### src/rtl/rs_age_select.sv
// Age-ordered reservation station: multi-port wakeup, oldest-ready select, optional
// selective squash enabled by defining RS_SQUASH_EN (default build: flush-only recovery).
package rs_age_select_pkg;
    localparam int PREG_W    = 6;
    localparam int ROB_TAG_W = 4;
    localparam int OP_W      = 8;

    typedef struct packed {
        logic [OP_W-1:0]   opcode;
        logic [PREG_W-1:0] dst_tag;
        logic [PREG_W-1:0] src1_tag;
        logic              src1_rdy;
        logic [PREG_W-1:0] src2_tag;
        logic              src2_rdy;
    } rename_pkt_t;

    typedef struct packed {
        logic [OP_W-1:0]      opcode;
        logic [PREG_W-1:0]    dst_tag;
        logic [PREG_W-1:0]    src1_tag;
        logic [PREG_W-1:0]    src2_tag;
        logic [ROB_TAG_W-1:0] rob_tag;
    } issue_pkt_t;
endpackage

module rs_age_select
    import rs_age_select_pkg::*;
#(
    parameter int DEPTH      = 8,
    parameter int WAKE_PORTS = 2,
    parameter int CNT_W      = $clog2(DEPTH + 1)
) (
    input  logic                                 clk,
    input  logic                                 rst_n,
    input  logic                                 flush_i,
    input  logic                                 push_valid_i,
    output logic                                 push_ready_o,
    input  rename_pkt_t                          push_pkt_i,
    input  logic [ROB_TAG_W-1:0]                 push_rob_tag_i,
    input  logic [WAKE_PORTS-1:0]                wakeup_valid_i,
    input  logic [WAKE_PORTS-1:0][PREG_W-1:0]    wakeup_tag_i,
    input  logic [ROB_TAG_W-1:0]                 rob_head_i,
    input  logic                                 squash_valid_i,
    input  logic [ROB_TAG_W-1:0]                 squash_rob_tag_i,
    input  logic                                 exec_ready_i,
    output logic                                 issue_valid_o,
    output issue_pkt_t                           issue_pkt_o,
    output logic [CNT_W-1:0]                     count_o
);
    localparam int IDX_W = (DEPTH > 1) ? $clog2(DEPTH) : 1;

    logic [DEPTH-1:0]     r_valid;
    logic [DEPTH-1:0]     r_src1_rdy;
    logic [DEPTH-1:0]     r_src2_rdy;
    rename_pkt_t          r_pkt [DEPTH];
    logic [ROB_TAG_W-1:0] r_rob [DEPTH];
    // r_age[i][j] set means entry j is older than entry i.
    logic [DEPTH-1:0]     r_age [DEPTH];
    logic [CNT_W-1:0]     r_count;

    logic [IDX_W-1:0]     w_free_idx;
    logic [DEPTH-1:0]     w_kill;
    logic                 w_push_drop;
    logic [DEPTH-1:0]     w_rdy;
    logic [DEPTH-1:0]     w_sel;
    logic [DEPTH-1:0]     w_issue_vec;
    logic                 w_issue_fire;
    logic                 w_push_fire;
    logic                 w_push_write;
    logic [CNT_W-1:0]     w_kill_cnt;
    logic [CNT_W-1:0]     w_count_nxt;

    function automatic logic wake_hit(
        input logic [PREG_W-1:0]                 tag,
        input logic [WAKE_PORTS-1:0]             vld,
        input logic [WAKE_PORTS-1:0][PREG_W-1:0] tags
    );
        logic hit;
        hit = 1'b0;
        for (int p = 0; p < WAKE_PORTS; p++) begin
            hit = hit | (vld[p] && (tags[p] == tag));
        end
        return hit && (tag != '0);
    endfunction

`ifdef RS_SQUASH_EN
    function automatic logic is_younger(
        input logic [ROB_TAG_W-1:0] tag,
        input logic [ROB_TAG_W-1:0] head,
        input logic [ROB_TAG_W-1:0] br
    );
        logic [ROB_TAG_W-1:0] tag_dist;
        logic [ROB_TAG_W-1:0] br_dist;
        tag_dist = tag - head;
        br_dist  = br - head;
        return tag_dist > br_dist;
    endfunction

    always_comb begin
        w_kill = '0;
        for (int i = 0; i < DEPTH; i++) begin
            w_kill[i] = squash_valid_i && r_valid[i]
                        && is_younger(r_rob[i], rob_head_i, squash_rob_tag_i);
        end
    end

    assign w_push_drop = squash_valid_i && is_younger(push_rob_tag_i, rob_head_i, squash_rob_tag_i);
`else
    logic w_unused_ok;
    assign w_kill      = '0;
    assign w_push_drop = 1'b0;
    assign w_unused_ok = &{1'b0, squash_valid_i, squash_rob_tag_i, rob_head_i};
`endif

    // NOTE: every always_comb output gets a default first so no path infers a latch.
    always_comb begin
        w_free_idx = '0;
        for (int i = DEPTH - 1; i >= 0; i--) begin
            if (!r_valid[i]) w_free_idx = IDX_W'(i);
        end
    end

    // Entries being squashed are masked here so they are never offered.
    assign w_rdy = r_valid & r_src1_rdy & r_src2_rdy & ~w_kill;

    always_comb begin
        w_sel = '0;
        for (int i = 0; i < DEPTH; i++) begin
            w_sel[i] = w_rdy[i] && ((r_age[i] & w_rdy) == '0);
        end
    end

    always_comb begin
        issue_pkt_o = '0;
        for (int i = 0; i < DEPTH; i++) begin
            if (w_sel[i]) begin
                issue_pkt_o = '{opcode:   r_pkt[i].opcode,
                                dst_tag:  r_pkt[i].dst_tag,
                                src1_tag: r_pkt[i].src1_tag,
                                src2_tag: r_pkt[i].src2_tag,
                                rob_tag:  r_rob[i]};
            end
        end
    end

    assign issue_valid_o = |w_sel;
    assign w_issue_fire  = issue_valid_o & exec_ready_i;
    assign w_issue_vec   = w_sel & {DEPTH{exec_ready_i}};
    assign push_ready_o  = (r_count != CNT_W'(DEPTH));
    assign w_push_fire   = push_valid_i & push_ready_o;
    assign w_push_write  = w_push_fire & ~w_push_drop;
    assign count_o       = r_count;

    always_comb begin
        w_kill_cnt = '0;
        for (int i = 0; i < DEPTH; i++) begin
            w_kill_cnt = w_kill_cnt + CNT_W'(w_kill[i]);
        end
    end

    assign w_count_nxt = r_count + CNT_W'(w_push_write) - CNT_W'(w_issue_fire) - w_kill_cnt;

    // NOTE: state uses non-blocking assignments so later bit writes below override
    // earlier vector writes within the same edge without ordering hazards.
    always_ff @(posedge clk or negedge rst_n) begin
        if (!rst_n) begin
            r_valid    <= '0;
            r_src1_rdy <= '0;
            r_src2_rdy <= '0;
            r_count    <= '0;
            // NOTE: payload arrays are reset too so no X can leak through the select mux.
            for (int i = 0; i < DEPTH; i++) begin
                r_pkt[i] <= '0;
                r_rob[i] <= '0;
                r_age[i] <= '0;
            end
        end else if (flush_i) begin
            r_valid <= '0;
            r_count <= '0;
            for (int i = 0; i < DEPTH; i++) begin
                r_age[i] <= '0;
            end
        end else begin
            r_count <= w_count_nxt;
            r_valid <= r_valid & ~w_issue_vec & ~w_kill;
            for (int i = 0; i < DEPTH; i++) begin
                r_src1_rdy[i] <= r_src1_rdy[i]
                                 | wake_hit(r_pkt[i].src1_tag, wakeup_valid_i, wakeup_tag_i);
                r_src2_rdy[i] <= r_src2_rdy[i]
                                 | wake_hit(r_pkt[i].src2_tag, wakeup_valid_i, wakeup_tag_i);
            end
            if (w_push_write) begin
                r_valid[w_free_idx]    <= 1'b1;
                r_pkt[w_free_idx]      <= push_pkt_i;
                r_rob[w_free_idx]      <= push_rob_tag_i;
                r_src1_rdy[w_free_idx] <= push_pkt_i.src1_rdy
                                          | wake_hit(push_pkt_i.src1_tag, wakeup_valid_i, wakeup_tag_i);
                r_src2_rdy[w_free_idx] <= push_pkt_i.src2_rdy
                                          | wake_hit(push_pkt_i.src2_tag, wakeup_valid_i, wakeup_tag_i);
                r_age[w_free_idx]      <= r_valid;
                // Stale column bits from the slot's previous occupant must not outrank it.
                for (int i = 0; i < DEPTH; i++) begin
                    r_age[i][w_free_idx] <= 1'b0;
                end
            end
        end
    end
endmodule

### config.mk
export PLATFORM = sky130hd
export DESIGN_NAME = rs_age_select
export DESIGN_NICKNAME = d
export VERILOG_FILES = /design/src/rtl/rs_age_select.sv
export SDC_FILE = /design/constraint.sdc
export NUM_CORES = 1
export LEC_CHECK = 0
export BUFFER_PORTS_ARGS = -buffer_cell sky130_fd_sc_hd__buf_2
export CORE_MARGIN = 3
export CORE_UTILIZATION = 50
export DETAILED_ROUTE_END_ITERATION = 10
export PLACE_DENSITY = 0.7
export SLEW_MARGIN = 5
export SYNTH_ARGS = -nofsm -noshare
export SYNTH_HDL_FRONTEND = slang
export SYNTH_SLANG_ARGS = --single-unit
### constraint.sdc
create_clock -name clk -period 2.91 [get_ports clk]
set_input_delay 0.582 -clock clk [delete_from_list [all_inputs] [get_ports clk]]
set_output_delay 0.582 -clock clk [all_outputs]
set_load 0.02 [all_outputs]
Yosys cells after proc, flatten, opt, wreduce, memory -nomap -nowiden. Cells that the tools add are included.

Flip-flop bits (word level): 348. Bits of input ports: 60. Output and inout bits: 36. Logic and storage cells: 303.

Add/subtract/negate cells: 2. $lt $le $gt $ge: 4. Eq/ne operators: 37. Multiplexer cells: 36. Bitwise gates (word level): 63. Reduce and logical (&&, ||, !) cells: 93.

Operators with widths (count): $mux 30 (8); $bwmux 224 (1); $eq 6x6->1 (36); $and 8x8->8 (20); $mux 64 (2); $reduce_bool 6->1 (18); $demux 28 s3 (1); $bwmux 64 (1); $logic_and 1x1->1 (64); $logic_not 8->1 (8); $mux 8 (5); $or 1x1->1 (36); $bwmux 32 (1); $mux 28 (1); $demux 8 s3 (1); $mux 3 (8); $bwmux 8 (2); $not 8->8 (2); $demux 4 s3 (1); $mux 4 (2); $or 8x8->8 (1); $reduce_or 8->1 (1); $add 4x1->4 (1); $ge 4x4->1 const B (1); 12 further kinds (13).

Logic depth before layout (Yosys ltp).
Depth after elaboration: 17. Depth in mapped cells: 15. Depth with buffers taken out: 12.

Worst setup path before layout. OpenSTA, ideal clock, no wires.

Path kind: reg-to-output. Start: register r_valid[4]. End: output port issue_pkt_o[21] (netlist name). Arrival: 2.433 ns. Required time: 2.328 ns. Slack: -0.105 ns. Cell stages (with the launch flop): 9. Buffers on the path: 2. Cell sequence: dfrtp_1 -> buf_6 -> and3_4 -> a22o_1 -> nor4_4 -> o21ba_2 -> buf_4 -> a221oi_1 -> o41ai_1.

RTL lines: start, declared (line 52) `logic [DEPTH-1:0] r_valid;`; start signal, assigned (line 185) `r_valid <= r_valid & ~w_issue_vec & ~w_kill;`; end, declared (line 47) `output issue_pkt_t issue_pkt_o,`.

==> results.cfg <==
[placement]
portBuffers = 86
dp_slack_ns = -0.339
gp_congestion = 0.978
dpl.hpwl_um = 38900

[setup_path]
crit_path_start_kind = flip-flop
critPathMaxStageDelay_ns = 0.40
path_cells = buf_6, nand4_1, o2111ai_2, nor4_4, buf_6, buf_12, buf_12, mux2_4, a221oi_4, o31ai_4, buf_6
cp_slowest_cell = dfrtp_1
crit_top_cell = buf_6
crit_required_ns = 2.33
cp-end-kind = output port
crit_type = reg2out
r2r_setup_slack_ns = -0.28
critPathArrivalTime_ns = 3.01
cpLargestDelayFamily = buffers and inverters
critPathBufInv = 5
crit_fanout = 8

[timing]
layout_setup_ws_ns = -0.683
setup_tns_ns = -20.19
hold_viol = 0
clock.fmax_ghz = 0.278
tightest_slew_ns = 0.910
finClkSkew_ns = 0.0178
finalSetupViolCount = 34
period_share_pct = 123
rsz0062_at_grt = true
post-route-min-period_ns = 3.59
max-slew-margin-rel_pct = 39.1
slew_violations = 0

[route]
drt_wl_total_um = 61100
drt_first_pass_iters = 5
wire_per_inst_um = 25.5
route.detailed.drc = 0
ant_nets = 0
vias = 15400
first_iter_violations = 1447
viasPerCell = 6.42

[clock_tree]
cts_hold_buf = 0
h-tree-depth = 2
clock_latency_ns = 0.56
clock-sinks = 332
cts_tree = done
path_clk_slew_ns = 0.06
cts_buffers = 39
max-clock-path-buffers = 3
cts_root_buffer = clkbuf_16

[yosys]
ys_top_cells_by_area = dfrtp_1, mux2_2, xnor2_1, xor2_1, nand4_1
ys_types = 78
synth-edff-count = 0
synthTopCellsByCount = dfrtp_1, mux2_2, xnor2_1, xor2_1, nand2_1
syn_inst = 1725
yosys.area.top_type = dfrtp_1
synth_top_area_share_pct = 43.8
ys_ff_latch = 332
yosysSeqAreaShare_pct = 43.8
synth.avg_cell_area_um2 = 11.0
syn_area_um2 = 19000
synth_fp_nets = 1791
yosysMostFrequentCell = dfrtp_1
ys_dominant_reg_cell = dfrtp_1
yosys_warnings = 0
synth-async-reset-ratio_pct = 100

[floorplanning]
core-area_um2 = 37000
die_y_um = 201
ioPinCount = 96
rows = 70
die_w_um = 201
dieArea_um2 = 40300
initial_utilization_pct = 51.3

[global_routing]
grt_pass1_wl_um = 94800
antenna_found_initial = 4
grt_max_degree = 88
gr-usage-all-layers_pct = 30.1
grt_overflow_total = 0
grt_pass1_vias = 15500

[run_status]
failed_checks = negative setup slack
status = complete, but fails checks

[pwr]
p_int_mw = 10.2
power_leakage_nw = 10.5
pwr-share-clk_pct = 35.0
worst_ir_drop_vdd_v = 0.000543
p_per_area_nw_per_um2 = 634
p_sw_mw = 4.48
combinationalPowerShare_pct = 24.5
seqPwrFrac_pct = 40.5
p_sw_share_pct = 30.5

[hold_path]
hold_path.class = in2async

[finish]
syn2layout_area_growth_pct = 22.3
fillers = 2921
drive_above_1_share_pct = 35.8
fin_nets = 1924

[job]
maxCapViolCount = 0
==> cells in the final DEF (no fill, tap or decap), types with 14 or more instances in the layout <==
cell,instances
a21oi_1,60
a221oi_4,17
and3_1,19
buf_12,31
buf_2,62
buf_4,124
clkbuf_16,39
dfrtp_1,326
inv_1,37
mux2_1,27
mux2_2,216
mux2_4,27
nand2_1,75
nand4_1,72
nor2_1,42
nor4_1,50
o211ai_1,21
o21a_1,15
o21ai_0,53
o21bai_1,14
o32ai_1,19
or3_1,29
xnor2_1,109
xor2_1,109
==> worst register-to-register path, cell delays in order, from the launching register on <==
cell and delay, ns:
dfrtp_1 0.44, and3_4 0.24, a22o_1 0.18, nor4_4 0.05
buf_6 0.14, buf_4 0.14, buf_12 0.14, buf_6 0.12
buf_6 0.11, nor4_4 0.26, a31oi_2 0.15, ha_1 0.29
inv_1 0.04, ha_2 0.17, fa_1 0.37, xnor2_1 0.16
nor2_1 0.06
==> kinds of logic after synthesis <==
kind of cell | synth area share, %
AND/OR/NAND/NOR | 11.3
flip-flops | 43.8
AO/OA/AOI/OAI | 12.8
multiplexers | 17.2
XOR/XNOR | 10.1
buffers and inverters | 4.42
adder cells (fa/ha/maj) | 0.436
==> power groups by stage <==
stage          clock (mW)  combinational, mW  sequential (mW)
2_1_floorplan           0               2.11             5.78
3_3_place_gp            0               2.95             5.92
3_5_place_dp            0               3.02             5.96
4_1_cts              5.22               3.40             5.89
5_1_grt              5.42               3.86             6.03
6_report             5.15               3.60             5.95
==> layout make-up <==
cell class | count | area [µm²] | share of cell area, %
antenna | 1 | 2.50 | 0.0108
clock buffer | 57 | 1120 | 4.85
clock inverter | 14 | 220 | 0.950
inverter | 40 | 150 | 0.648
multi-input combinational | 1210 | 10600 | 45.8
sequential | 332 | 8320 | 35.9
tap | 504 | 631 | 2.72
timing repair buffer | 235 | 2130 | 9.17
==> final timing paths <==
path | from | end | cells after the start
min in group clk | push_pkt_i[20] | r_pkt[76]$_DFFE_PN0P_ | 3
max reg2reg | r_src1_rdy[4]$_DFFE_PN0N_ | count_o[2]$_DFF_PN0_ | 16
max | r_src2_rdy[6]$_DFFE_PN0N_ | issue_pkt_o[23] | 11
min reg2reg | r_pkt[127]$_DFFE_PN0P_ | r_pkt[127]$_DFFE_PN0P_ | 1
max in group asynchronous | rst_n | r_valid[3]$_DFF_PN0_ | 2
min | rst_n | r_pkt[127]$_DFFE_PN0P_ | 1
==> layer usage <==
layer  share of wire [%]  vias to the layer above  GRT usage [%]
met5               0.049                        -              0
met4                 3.4                        6           11.4
met3                 8.3                      133           6.29
met2                  46                      694           46.8
met1                  42                     7904           41.6
li1                    -                     6619              -
==> stage by stage <==
stage,cells,util [%],power (mW),instance area [µm²],hold slack [ns]
5_1_grt,2393,62.7,15.3,23200,0.0990
3_5_place_dp,2296,55.9,8.98,20700,0.470
6_report,2393,62.7,14.7,23200,0.0422
2_1_floorplan,1725,-,7.89,19000,0.286
4_1_cts,2387,61.7,14.5,22800,0.0728
3_3_place_gp,2296,55.9,8.87,20700,0.461
==> repair_timing <==
action,4_1_cts,5_1_grt
cloned,4,0
buffers inserted,16,6
pin swaps,45,14
resized for setup,118,52
setup endpoints to repair,34,37
==> registers in the layout (all words and copies together), names as in the netlist <==
signal      cells
r_src2_rdy      8
r_age          64
r_rob          32
r_pkt         208
r_src1_rdy      8
r_valid         8
count_o         4
(Power assumes the default switching activity.)
